[config.mk]
export PLATFORM = sky130hd
export DESIGN_NAME = tt_logic_unit
export DESIGN_NICKNAME = d
export VERILOG_FILES = /design/src/rtl/tt_logic_pkg.sv /design/src/rtl/tt_channel.sv /design/src/rtl/tt_logic_unit.sv
export SDC_FILE = /design/constraint.sdc
export NUM_CORES = 1
export LEC_CHECK = 0
export ABC_AREA = 1
export CORE_MARGIN = 3
export CORE_UTILIZATION = 43
export CTS_CLUSTER_SIZE = 12
export DETAILED_ROUTE_END_ITERATION = 8
export PLACE_DENSITY = 0.83
export SLEW_MARGIN = 25
export SYNTH_ARGS = -nofsm -noshare
export SYNTH_HDL_FRONTEND = slang
export SYNTH_SLANG_ARGS = --single-unit
export TNS_END_PERCENT = 50
[constraint.sdc]
create_clock -name clk -period 2.7 [get_ports clk]
set_input_delay 0.405 -clock clk [delete_from_list [all_inputs] [get_ports clk]]
set_output_delay 0.405 -clock clk [all_outputs]
set_load 0.01 [all_outputs]
[src/rtl/tt_logic_pkg.sv]
`default_nettype none
// +--------------------------------------------------------------------------+
// | Package  : tt_logic_pkg                                                  |
// | Purpose  : Shared types and helpers for the reprogrammable truth-table   |
// |            logic unit: controller state encoding, table geometry        |
// |            helpers and the canonical 4-input test function 0x9591.      |
// | Revision : 1.0 - initial release                                         |
// +--------------------------------------------------------------------------+
package tt_logic_pkg;

    // Controller state: normal evaluate/config vs. full-table sweep.
    typedef enum logic [0:0] {
        ST_IDLE  = 1'b0,
        ST_SWEEP = 1'b1
    } state_t;

    // Canonical test function inherited from the fixed NOR/NOT netlists.
    localparam logic [15:0] c_tt_fn_9591 = 16'h9591;

    // Table depth in bits for an n_in-input function.
    function automatic int tt_depth(input int n_in);
        return 1 << n_in;
    endfunction

    // Number of config words needed to cover one table.
    function automatic int tt_words(input int n_in, input int load_w);
        return tt_depth(n_in) / load_w;
    endfunction

    // Select-field width for n choices; never narrower than one bit so the
    // port always exists, even when there is only a single choice.
    function automatic int sel_width(input int n);
        return (n <= 1) ? 1 : $clog2(n);
    endfunction

endpackage
`default_nettype wire

[src/rtl/tt_channel.sv]
`default_nettype none
// +--------------------------------------------------------------------------+
// | Module   : tt_channel                                                    |
// | Purpose  : Storage for one N_IN-input truth table with a word-wide      |
// |            write port and a combinational single-bit read by index.     |
// | Ports    : clk, rst_n         - clock, asynchronous active-low reset     |
// |            wr_en             - write strobe (already qualified)         |
// |            wr_addr, wr_data  - word index and LOAD_W table bits         |
// |            rd_index          - input vector used as table index         |
// |            rd_bit            - table[rd_index], pre-write value         |
// | Revision : 1.0 - initial release                                         |
// +--------------------------------------------------------------------------+
module tt_channel
    import tt_logic_pkg::*;
#(
    parameter int          N_IN     = 4,
    parameter int          LOAD_W   = 16,
    parameter logic [15:0] RESET_TT = 16'h0000
) (
    input  logic                                         clk,
    input  logic                                         rst_n,
    input  logic                                         wr_en,
    input  logic [sel_width(tt_words(N_IN, LOAD_W))-1:0] wr_addr,
    input  logic [LOAD_W-1:0]                            wr_data,
    input  logic [N_IN-1:0]                              rd_index,
    output logic                                         rd_bit
);

    localparam int TT_D    = tt_depth(N_IN);
    localparam int N_WORDS = tt_words(N_IN, LOAD_W);
    localparam int ADDR_W  = sel_width(N_WORDS);

    // The 16-bit reset pattern is tiled across the table; small tables
    // simply keep its low bits.
    localparam logic [255:0]    c_reset_rep = {16{RESET_TT}};
    localparam logic [TT_D-1:0] c_reset_val = c_reset_rep[TT_D-1:0];

    logic [TT_D-1:0] r_table;

    // Only word indices that exist in the table match; any other address
    // (possible when the table is a single word) is silently dropped.
    always_ff @(posedge clk or negedge rst_n) begin
        if (!rst_n) begin
            r_table <= c_reset_val;
        end else if (wr_en) begin
            for (int w = 0; w < N_WORDS; w++) begin
                if (wr_addr == ADDR_W'(w)) begin
                    r_table[w*LOAD_W +: LOAD_W] <= wr_data;
                end
            end
        end
    end

    // The index spans exactly TT_D entries, so the read never goes out of range.
    assign rd_bit = r_table[rd_index];

endmodule
`default_nettype wire

[src/rtl/tt_logic_unit.sv]
`default_nettype none
// +--------------------------------------------------------------------------+
// | Module   : tt_logic_unit                                                 |
// | Purpose  : N_CH reloadable N_IN-input truth tables evaluated through a  |
// |            one-deep registered valid/ready output stage, with a sweep   |
// |            mode that emits every table index in order.                  |
// | Ports    : clk, rst_n                      - clock, async active-low rst|
// |            cfg_valid/ready, cfg_ch,         - table word write port     |
// |            cfg_addr, cfg_data                                           |
// |            in_valid/ready, in_vec           - evaluation request        |
// |            sweep_start, sweep_busy          - full-table sweep control  |
// |            out_valid/ready, out_bits,       - registered result stream  |
// |            out_index, out_last                                          |
// | Revision : 1.0 - initial release                                         |
// +--------------------------------------------------------------------------+
module tt_logic_unit
    import tt_logic_pkg::*;
#(
    parameter int          N_IN     = 4,
    parameter int          N_CH     = 1,
    parameter int          LOAD_W   = 16,
    parameter logic [15:0] RESET_TT = 16'h0000
) (
    input  logic                                         clk,
    input  logic                                         rst_n,
    input  logic                                         cfg_valid,
    output logic                                         cfg_ready,
    input  logic [sel_width(N_CH)-1:0]                   cfg_ch,
    input  logic [sel_width(tt_words(N_IN, LOAD_W))-1:0] cfg_addr,
    input  logic [LOAD_W-1:0]                            cfg_data,
    input  logic                                         in_valid,
    output logic                                         in_ready,
    input  logic [N_IN-1:0]                              in_vec,
    input  logic                                         sweep_start,
    output logic                                         sweep_busy,
    output logic                                         out_valid,
    input  logic                                         out_ready,
    output logic [N_CH-1:0]                              out_bits,
    output logic [N_IN-1:0]                              out_index,
    output logic                                         out_last
);

    localparam int TT_D    = tt_depth(N_IN);
    localparam int N_WORDS = tt_words(N_IN, LOAD_W);
    localparam int CH_W    = sel_width(N_CH);
    localparam int ADDR_W  = sel_width(N_WORDS);

    state_t            r_state;
    logic [N_IN-1:0]   r_counter;
    logic              r_out_valid;
    logic [N_CH-1:0]   r_out_bits;
    logic [N_IN-1:0]   r_out_index;
    logic              r_out_last;

    logic              w_idle;
    logic              w_out_free;
    logic              w_cfg_fire;
    logic              w_in_fire;
    logic              w_last_beat;
    logic [N_IN-1:0]   w_rd_index;
    logic [N_CH-1:0]   w_rd_bits;

    assign w_idle      = (r_state == ST_IDLE);
    assign w_out_free  = !r_out_valid || out_ready;
    assign w_cfg_fire  = cfg_valid && cfg_ready;
    assign w_in_fire   = in_valid && in_ready;
    assign w_last_beat = (r_counter == N_IN'(TT_D - 1));

    // All channels share one read index: the request vector when idle,
    // the sweep counter while sweeping.
    assign w_rd_index  = w_idle ? in_vec : r_counter;

    assign cfg_ready   = w_idle;
    assign in_ready    = w_idle && w_out_free;
    assign sweep_busy  = (r_state == ST_SWEEP);
    assign out_valid   = r_out_valid;
    assign out_bits    = r_out_bits;
    assign out_index   = r_out_index;
    assign out_last    = r_out_last;

    // Channel reads are combinational from the pre-edge table, so an
    // evaluation accepted on the same edge as a write sees the old contents.
    // A cfg_ch beyond N_CH-1 matches no channel and the write is dropped.
    for (genvar c = 0; c < N_CH; c++) begin : g_ch
        tt_channel #(
            .N_IN     (N_IN),
            .LOAD_W   (LOAD_W),
            .RESET_TT (RESET_TT)
        ) u_channel (
            .clk      (clk),
            .rst_n    (rst_n),
            .wr_en    (w_cfg_fire && (cfg_ch == CH_W'(c))),
            .wr_addr  (cfg_addr),
            .wr_data  (cfg_data),
            .rd_index (w_rd_index),
            .rd_bit   (w_rd_bits[c])
        );
    end

    // Controller, sweep counter and output register.
    always_ff @(posedge clk or negedge rst_n) begin
        if (!rst_n) begin
            r_state     <= ST_IDLE;
            r_counter   <= '0;
            r_out_valid <= 1'b0;
            r_out_bits  <= '0;
            r_out_index <= '0;
            r_out_last  <= 1'b0;
        end else begin
            case (r_state)
                ST_IDLE: begin
                    if (w_in_fire) begin
                        r_out_valid <= 1'b1;
                        r_out_bits  <= w_rd_bits;
                        r_out_index <= in_vec;
                        r_out_last  <= 1'b0;
                    end else if (out_ready) begin
                        r_out_valid <= 1'b0;
                    end
                    // An evaluation on this edge still completes; the
                    // first sweep beat follows on the next free edge.
                    if (sweep_start) begin
                        r_state   <= ST_SWEEP;
                        r_counter <= '0;
                    end
                end

                ST_SWEEP: begin
                    // Advance only when the output stage can take a beat,
                    // so back-pressure neither drops nor repeats indices.
                    if (w_out_free) begin
                        r_out_valid <= 1'b1;
                        r_out_bits  <= w_rd_bits;
                        r_out_index <= r_counter;
                        r_out_last  <= w_last_beat;
                        r_counter   <= r_counter + 1'b1;
                        if (w_last_beat) begin
                            r_state <= ST_IDLE;
                        end
                    end
                end

                default: begin
                    r_state <= ST_IDLE;
                end
            endcase
        end
    end

endmodule
`default_nettype wire

# --- Word level (Yosys, flattened, before mapping) ---
# Index checks and enable logic that the tools add are counted.
op_classes:
  reduce_logical: 10
  bitwise: 3
  n_eq_ne: 5
  addsub: 1
  n_mux: 23
  order_cmp: 1
op_table:
  columns: ["op", "count"]
  rows:
  - ["$mux W4", 5]
  - ["$pmux W4 S2", 2]
  - ["$mux W1", 11]
  - ["$pmux W1 S2", 4]
  - ["$reduce_and A2 Y1", 4]
  - ["$ne A2 B1 Y1 const B", 3]
  - ["$lt A4 B5 Y1 const B", 1]
  - ["$add A4 B1 Y4 const B", 1]
  - ["$bmux W1 S4", 1]
  - ["$eq A4 B4 Y1 const B", 1]
  - ["$logic_and A1 B1 Y1", 4]
  - ["$ne A3 B1 Y1 const B", 1]
  - ["$not A1 Y1", 3]
  - ["$logic_not A1 Y1", 1]
  - ["$logic_or A1 B1 Y1", 1]
totals:
  reg_bits: 28
  output_inout_bits: 10

# --- Longest topological paths before layout ---
depth:
  ltp_word: 6
  mapped_depth: 9

# --- By module ---
# Synthesis repeated with hierarchy kept, for this count alone.
unflattened:
  hier_cells: 184
  area_unflattened_um2: 1410.1
by_module_without_submodules:
  columns: ["module", "cells_per_inst", "area_each_um2", "instances"]
  rows:
  - ["tt_channel", 101, 799.5, 1]
  - ["tt_logic_unit", 83, 610.6, 1]

# --- Least setup slack after synthesis ---
# Ideal clock, no wire load.
synth_timing:
  kind: "reg2reg"
  from: "reg r_state (netlist: sweep_busy)"
  to: "reg g_ch[0].u_channel.r_table[2]"
  t_required_ns: 2.575
  setup_time_ns: 0.125
  arrival_time_ns: 1.160
  path_stages_with_launch: 5
  setup_slack_ns: 1.415
  period_less_slack_ns: 1.285
  cell_sequence: "dfrtp_1 > inv_4 > nand3_4 > buf_6 > mux2_4"
synth_via:
  elab_chain_cells: 4
synth_rtl:
  columns: ["element", "line_no", "source"]
  rows:
  - ["start: declaration", "tt_logic_unit.sv:48", "state_t r_state;"]
  - ["start signal: assignment", "tt_logic_unit.sv:103", "r_state <= ST_IDLE;"]
  - ["start signal: assignment", "tt_logic_unit.sv:123", "r_state <= ST_SWEEP;"]
  - ["start signal: assignment", "tt_logic_unit.sv:138", "r_state <= ST_IDLE;"]
  - ["$not A1 Y1", null, null]
  - ["net cfg_ready", "tt_logic_unit.sv:27", "output logic cfg_ready,"]
  - ["$logic_and A1 B1 Y1", "tt_logic_unit.sv:65", "assign w_cfg_fire = cfg_valid && cfg_ready;"]
  - ["$logic_and A1 B1 Y1", "tt_logic_unit.sv:92", ".wr_en (w_cfg_fire && (cfg_ch == CH_W'(c))),"]
  - ["$reduce_and A2 Y1 (no source line)", null, null]
  - ["end signal: assignment", "tt_channel.sv:44", "r_table <= c_reset_val;"]
  - ["end signal: indexed assignment", "tt_channel.sv:48", "r_table[w*LOAD_W +: LOAD_W] <= wr_data;"]
  - ["end: declaration", "tt_channel.sv:38", "logic [TT_D-1:0] r_table;"]
# The timed path passes the listed nets, and every way through them passes these cells.
# A chain may end at the register's enable or synchronous reset.

# --- Worst setup path in the final report ---
layout_timing:
  from: "reg r_state (netlist: sweep_busy)"
  to: "out cfg_ready"
layout_via:
  elab_chain_cells: 1
layout_rtl:
  columns: ["element", "line_no"]
  rows:
  - ["$not A1 Y1", null]
  - ["end: declaration", "tt_logic_unit.sv:27"]
# No other way between the ends.

==> flow_summary.html <==
<table>
<tr><th>Metric</th><th>Value</th></tr>
<tr><th colspan="2">Status</th></tr>
<tr><td>Run status</td><td>completed</td></tr>
<tr><th colspan="2">Critical path</th></tr>
<tr><td>Stages on worst setup path</td><td>2</td></tr>
<tr><td>Number of cell instances on the worst register-to-register path</td><td>7</td></tr>
<tr><td>Capture point of the worst reg-to-reg path</td><td>out_bits</td></tr>
<tr><td>Critical Path Source Type</td><td>register</td></tr>
<tr><td>Req. time, crit path</td><td>2.30 ns</td></tr>
<tr><td>Top Family by Delay on Critical Path</td><td>flip-flops</td></tr>
<tr><td>Critical Path Slowest Stage Cell</td><td>dfrtp_1</td></tr>
<tr><td>Critical Path Sink</td><td>cfg_ready</td></tr>
<tr><td>Crit path from</td><td>sweep_busy</td></tr>
<tr><td>Worst reg2reg path startpoint</td><td>sweep_busy</td></tr>
<tr><td>Startpoint-to-endpoint class of the critical path</td><td>register to output port</td></tr>
<tr><td>Count of buffer and inverter cells on the critical path</td><td>2</td></tr>
<tr><td>Largest fanout of any net on the critical path</td><td>13</td></tr>
<tr><td>Data arrival time of the critical path</td><td>1.78 ns</td></tr>
<tr><td>Crit. End Element</td><td>output port</td></tr>
<tr><td>Slowest Stage Delay on Critical Path</td><td>0.78 ns</td></tr>
<tr><td>Reg-to-reg slack, setup</td><td>0.98 ns</td></tr>
<tr><td>Cells along the critical path</td><td>inv_4 &gt; clkdlybuf4s50_1</td></tr>
<tr><th colspan="2">Clocking</th></tr>
<tr><td>Buffer count from post-CTS setup fixing</td><td>0</td></tr>
<tr><td>Cts hold-fix bufs</td><td>0</td></tr>
<tr><td>Post-cts resize count</td><td>0</td></tr>
<tr><td>CTS sink cnt</td><td>28</td></tr>
<tr><td>Clock latency on the worst-skew pair</td><td>0.33 ns</td></tr>
<tr><td>Maximum count of clock buffers along a single path</td><td>2</td></tr>
<tr><td>TritonCTS clock tree</td><td>done</td></tr>
<tr><td>Post-CTS clock slew at the launch and capture registers of the worst setup and hold paths</td><td>0.15 ns</td></tr>
<tr><td>H-tree depth reported by CTS</td><td>1</td></tr>
<tr><td>Number of buffers created by CTS</td><td>3</td></tr>
<tr><td>CTS root buf</td><td>clkbuf_4</td></tr>
<tr><th colspan="2">Global routing</th></tr>
<tr><td>Via count of the first global-routing pass</td><td>1037</td></tr>
<tr><td>Global-route wire length before repair</td><td>4550 µm</td></tr>
<tr><td>GRT Util Overall</td><td>14.1%</td></tr>
<tr><td>Total congestion overflow</td><td>0</td></tr>
<tr><td>Initial antenna violation count</td><td>0</td></tr>
<tr><td>Pin count of the biggest net entering global routing</td><td>29</td></tr>
<tr><th colspan="2">STA</th></tr>
<tr><td>Final Critical Period</td><td>2.19 ns</td></tr>
<tr><td>Final worst setup slack</td><td>0.510 ns</td></tr>
<tr><td>Slew @ Worst Pin</td><td>0.631 ns</td></tr>
<tr><td>Accumulated negative setup slack</td><td>0 ns</td></tr>
<tr><td>Maximum clock frequency</td><td>457 MHz</td></tr>
<tr><td>Setup repair after global routing missed its margin</td><td>no</td></tr>
<tr><td>Final hold vios</td><td>0</td></tr>
<tr><td>Slew headroom</td><td>57.9%</td></tr>
<tr><td>Final period utilization</td><td>81.1%</td></tr>
<tr><td>Number of setup violations in the final report</td><td>0</td></tr>
<tr><td>Worst clock skew on the final layout</td><td>0.00622 ns</td></tr>
<tr><td>Max-slew violation count</td><td>0</td></tr>
<tr><th colspan="2">Detailed routing</th></tr>
<tr><td>Iter 0 DRT Violations</td><td>43</td></tr>
<tr><td>DR vias</td><td>1154</td></tr>
<tr><td>DRC violation count after routing</td><td>0</td></tr>
<tr><td>Total Wirelength</td><td>2740 µm</td></tr>
<tr><td>Number of vias per cell after detailed routing</td><td>4.91</td></tr>
<tr><td>Residual antenna-violating net count after detailed routing</td><td>0</td></tr>
<tr><td>DR pass1 iterations</td><td>5</td></tr>
<tr><td>Final routed wire length divided by cell count</td><td>11.7 µm</td></tr>
<tr><th colspan="2">Min path</th></tr>
<tr><td>Hold WC Path Type</td><td>input port to async pin</td></tr>
<tr><th colspan="2">Power</th></tr>
<tr><td>Pwr Total</td><td>1.59 mW</td></tr>
<tr><td>Ratio of total power to cell area</td><td>846 mW/mm²</td></tr>
<tr><td>Worst IR Drop VDD</td><td>0.322 mV</td></tr>
<tr><td>Pleak</td><td>0.895 nW</td></tr>
<tr><th colspan="2">Die</th></tr>
<tr><td>Die X</td><td>63.7 µm</td></tr>
<tr><td>Chip height</td><td>63.7 µm</td></tr>
<tr><td>Core outline area</td><td>0.00313 mm²</td></tr>
<tr><td>Boundary Pins</td><td>38</td></tr>
<tr><td>Die area</td><td>0.00406 mm²</td></tr>
<tr><td>Initial core utilization</td><td>45.8%</td></tr>
<tr><td>Number of placement rows</td><td>20</td></tr>
<tr><th colspan="2">Finish</th></tr>
<tr><td>Layout overhead on the synthesized area</td><td>30.8%</td></tr>
<tr><td>Number of inserted diodes</td><td>0</td></tr>
<tr><td>Post-route insts no fill</td><td>235</td></tr>
<tr><td>Cell area after layout</td><td>0.00187 mm²</td></tr>
<tr><td>Share of post-route cells with drive strength above 1</td><td>12.6%</td></tr>
<tr><td>Post-layout net count</td><td>221</td></tr>
<tr><th colspan="2">Logic synthesis</th></tr>
<tr><td>Cell types with the largest area share after synthesis</td><td>dfrtp_1, nand3_1, mux2_4</td></tr>
<tr><td>Sequential element share of the synthesized area</td><td>48.9%</td></tr>
<tr><td>Post-Synthesis Net Count</td><td>181</td></tr>
<tr><td>Post-synthesis register bit count</td><td>28</td></tr>
<tr><td>Number of enable-type register cells in the synthesized netlist</td><td>0</td></tr>
<tr><td>Yosys synthesis warning count</td><td>0</td></tr>
<tr><td>Most used DFF post-synth</td><td>dfrtp_1</td></tr>
<tr><td>Most instantiated cells after synthesis</td><td>dfrtp_1, nand3_1, nand2_1</td></tr>
<tr><td>Post-synth design cell area</td><td>0.00143 mm²</td></tr>
<tr><td>Count of different cell masters after synthesis</td><td>28</td></tr>
<tr><td>Most repeated cell in the gate-level netlist after synthesis</td><td>dfrtp_1</td></tr>
<tr><td>Share of flip-flops with an asynchronous set or reset after synthesis</td><td>100%</td></tr>
<tr><td>Share of the synthesized area in the top cell type</td><td>48.9%</td></tr>
<tr><td>Cell count after synthesis</td><td>152</td></tr>
<tr><td>Largest area contributor in the synthesized netlist</td><td>dfrtp_1</td></tr>
<tr><td>Mean instance size in the synthesized netlist</td><td>9.43 µm²</td></tr>
<tr><th colspan="2">Place</th></tr>
<tr><td>Worst slack at placement</td><td>0.719 ns</td></tr>
<tr><td>Number of placed instances with taps included</td><td>231</td></tr>
<tr><td>Sum of net half-perimeters after detailed placement</td><td>2140 µm</td></tr>
<tr><td>GP Congestion</td><td>0.789</td></tr>
<tr><td>Area of placed instances</td><td>0.00184 mm²</td></tr>
<tr><td>Count of input and output buffers</td><td>37</td></tr>
<tr><th colspan="2">Run</th></tr>
<tr><td>Max_cap viols</td><td>0</td></tr>
</table>
[registers in the layout, summed over array words and instances, names as in the netlist]
name and cells:
out_valid 1, out_last 1, out_bits 1, g_ch.u_channel.r_table 16, r_counter 4, sweep_busy 1, out_index 4
[stage by stage]
stage | hold slack [ns] | utilization, %
6_report | 0.425 | 59.9
5_1_grt | 0.457 | 59.9
4_1_cts | 0.442 | 59.9
3_5_place_dp | 0.474 | 58.8
3_3_place_gp | 0.469 | 58.8
2_1_floorplan | 0.109 | -
[cell usage in the layout (no fill, tap or decap), types with 2 or more instances in the layout]
cell             instances
inv_1                   16
o21ai_4                  2
nor2_1                  15
clkdlybuf4s50_1         37
dfrtp_1                 28
mux2_4                   6
nand2_1                 23
mux2_1                   3
o21ai_2                  2
nand2_4                  3
nand3_1                 24
inv_2                    2
a21oi_1                  7
clkbuf_4                 3
o21ai_1                  5
[worst reg2reg max path: stages, from the launching register on]
cell and delay [ns]:
dfrtp_1 0.78, nand2_2 0.31, nand2_4 0.18, nand2_1 0.06
nand3_1 0.06, nand3_1 0.07, nand3_1 0.09, nand3_1 0.07
[power by group]
part | internal (mW) | switching [mW] | total, mW
combinational | 0.348 | 0.351 | 0.699
sequential | 0.579 | 0.104 | 0.682
clock | 0.0826 | 0.122 | 0.204
[layer usage]
metal	up-vias	track usage (%)	wire, µm
li1	583	-	-
met1	529	18.1	1220
met2	38	23.6	1320
met3	4	3.39	183
met4	0	4.04	19
met5	-	0	0
[final cells by class]
class,instances,area (µm²)
multi-input combinational,102,631
inverter,19,73.8
clock buffer,4,36.3
tap,44,55.1
timing repair buffer,38,378
sequential,28,701
fill,269,1250
[worst min-delay path by stage]
stage,startpoint,slack [ns],end,depth (start not counted)
after floorplan,rst_n,0.11,g_ch[0].u_channel.r_table[0],0
after global placement,out_last,0.47,out_last,2
after detailed placement,out_last,0.47,out_last,2
after CTS,rst_n,0.44,r_counter[3],2
after global routing,rst_n,0.46,r_counter[1],2
final,rst_n,0.43,out_last,2
[kinds of logic (layout without fill, tap and decap cells)]
family / count (synthesis) / after routing / share of synthesized area [%]
AOI/OAI and AO/OA: 21 / 21 / 10.1
xor gates and xnor gates: 1 / 1 / 0.611
adders and majority gates: 1 / 1 / 0.873
buffers and inverters: 22 / 61 / 7.07
DFF: 28 / 28 / 48.9
muxes: 9 / 9 / 8.65
and+or+nand+nor: 70 / 70 / 23.8
Note: power is estimated with default switching activity, not from simulation.
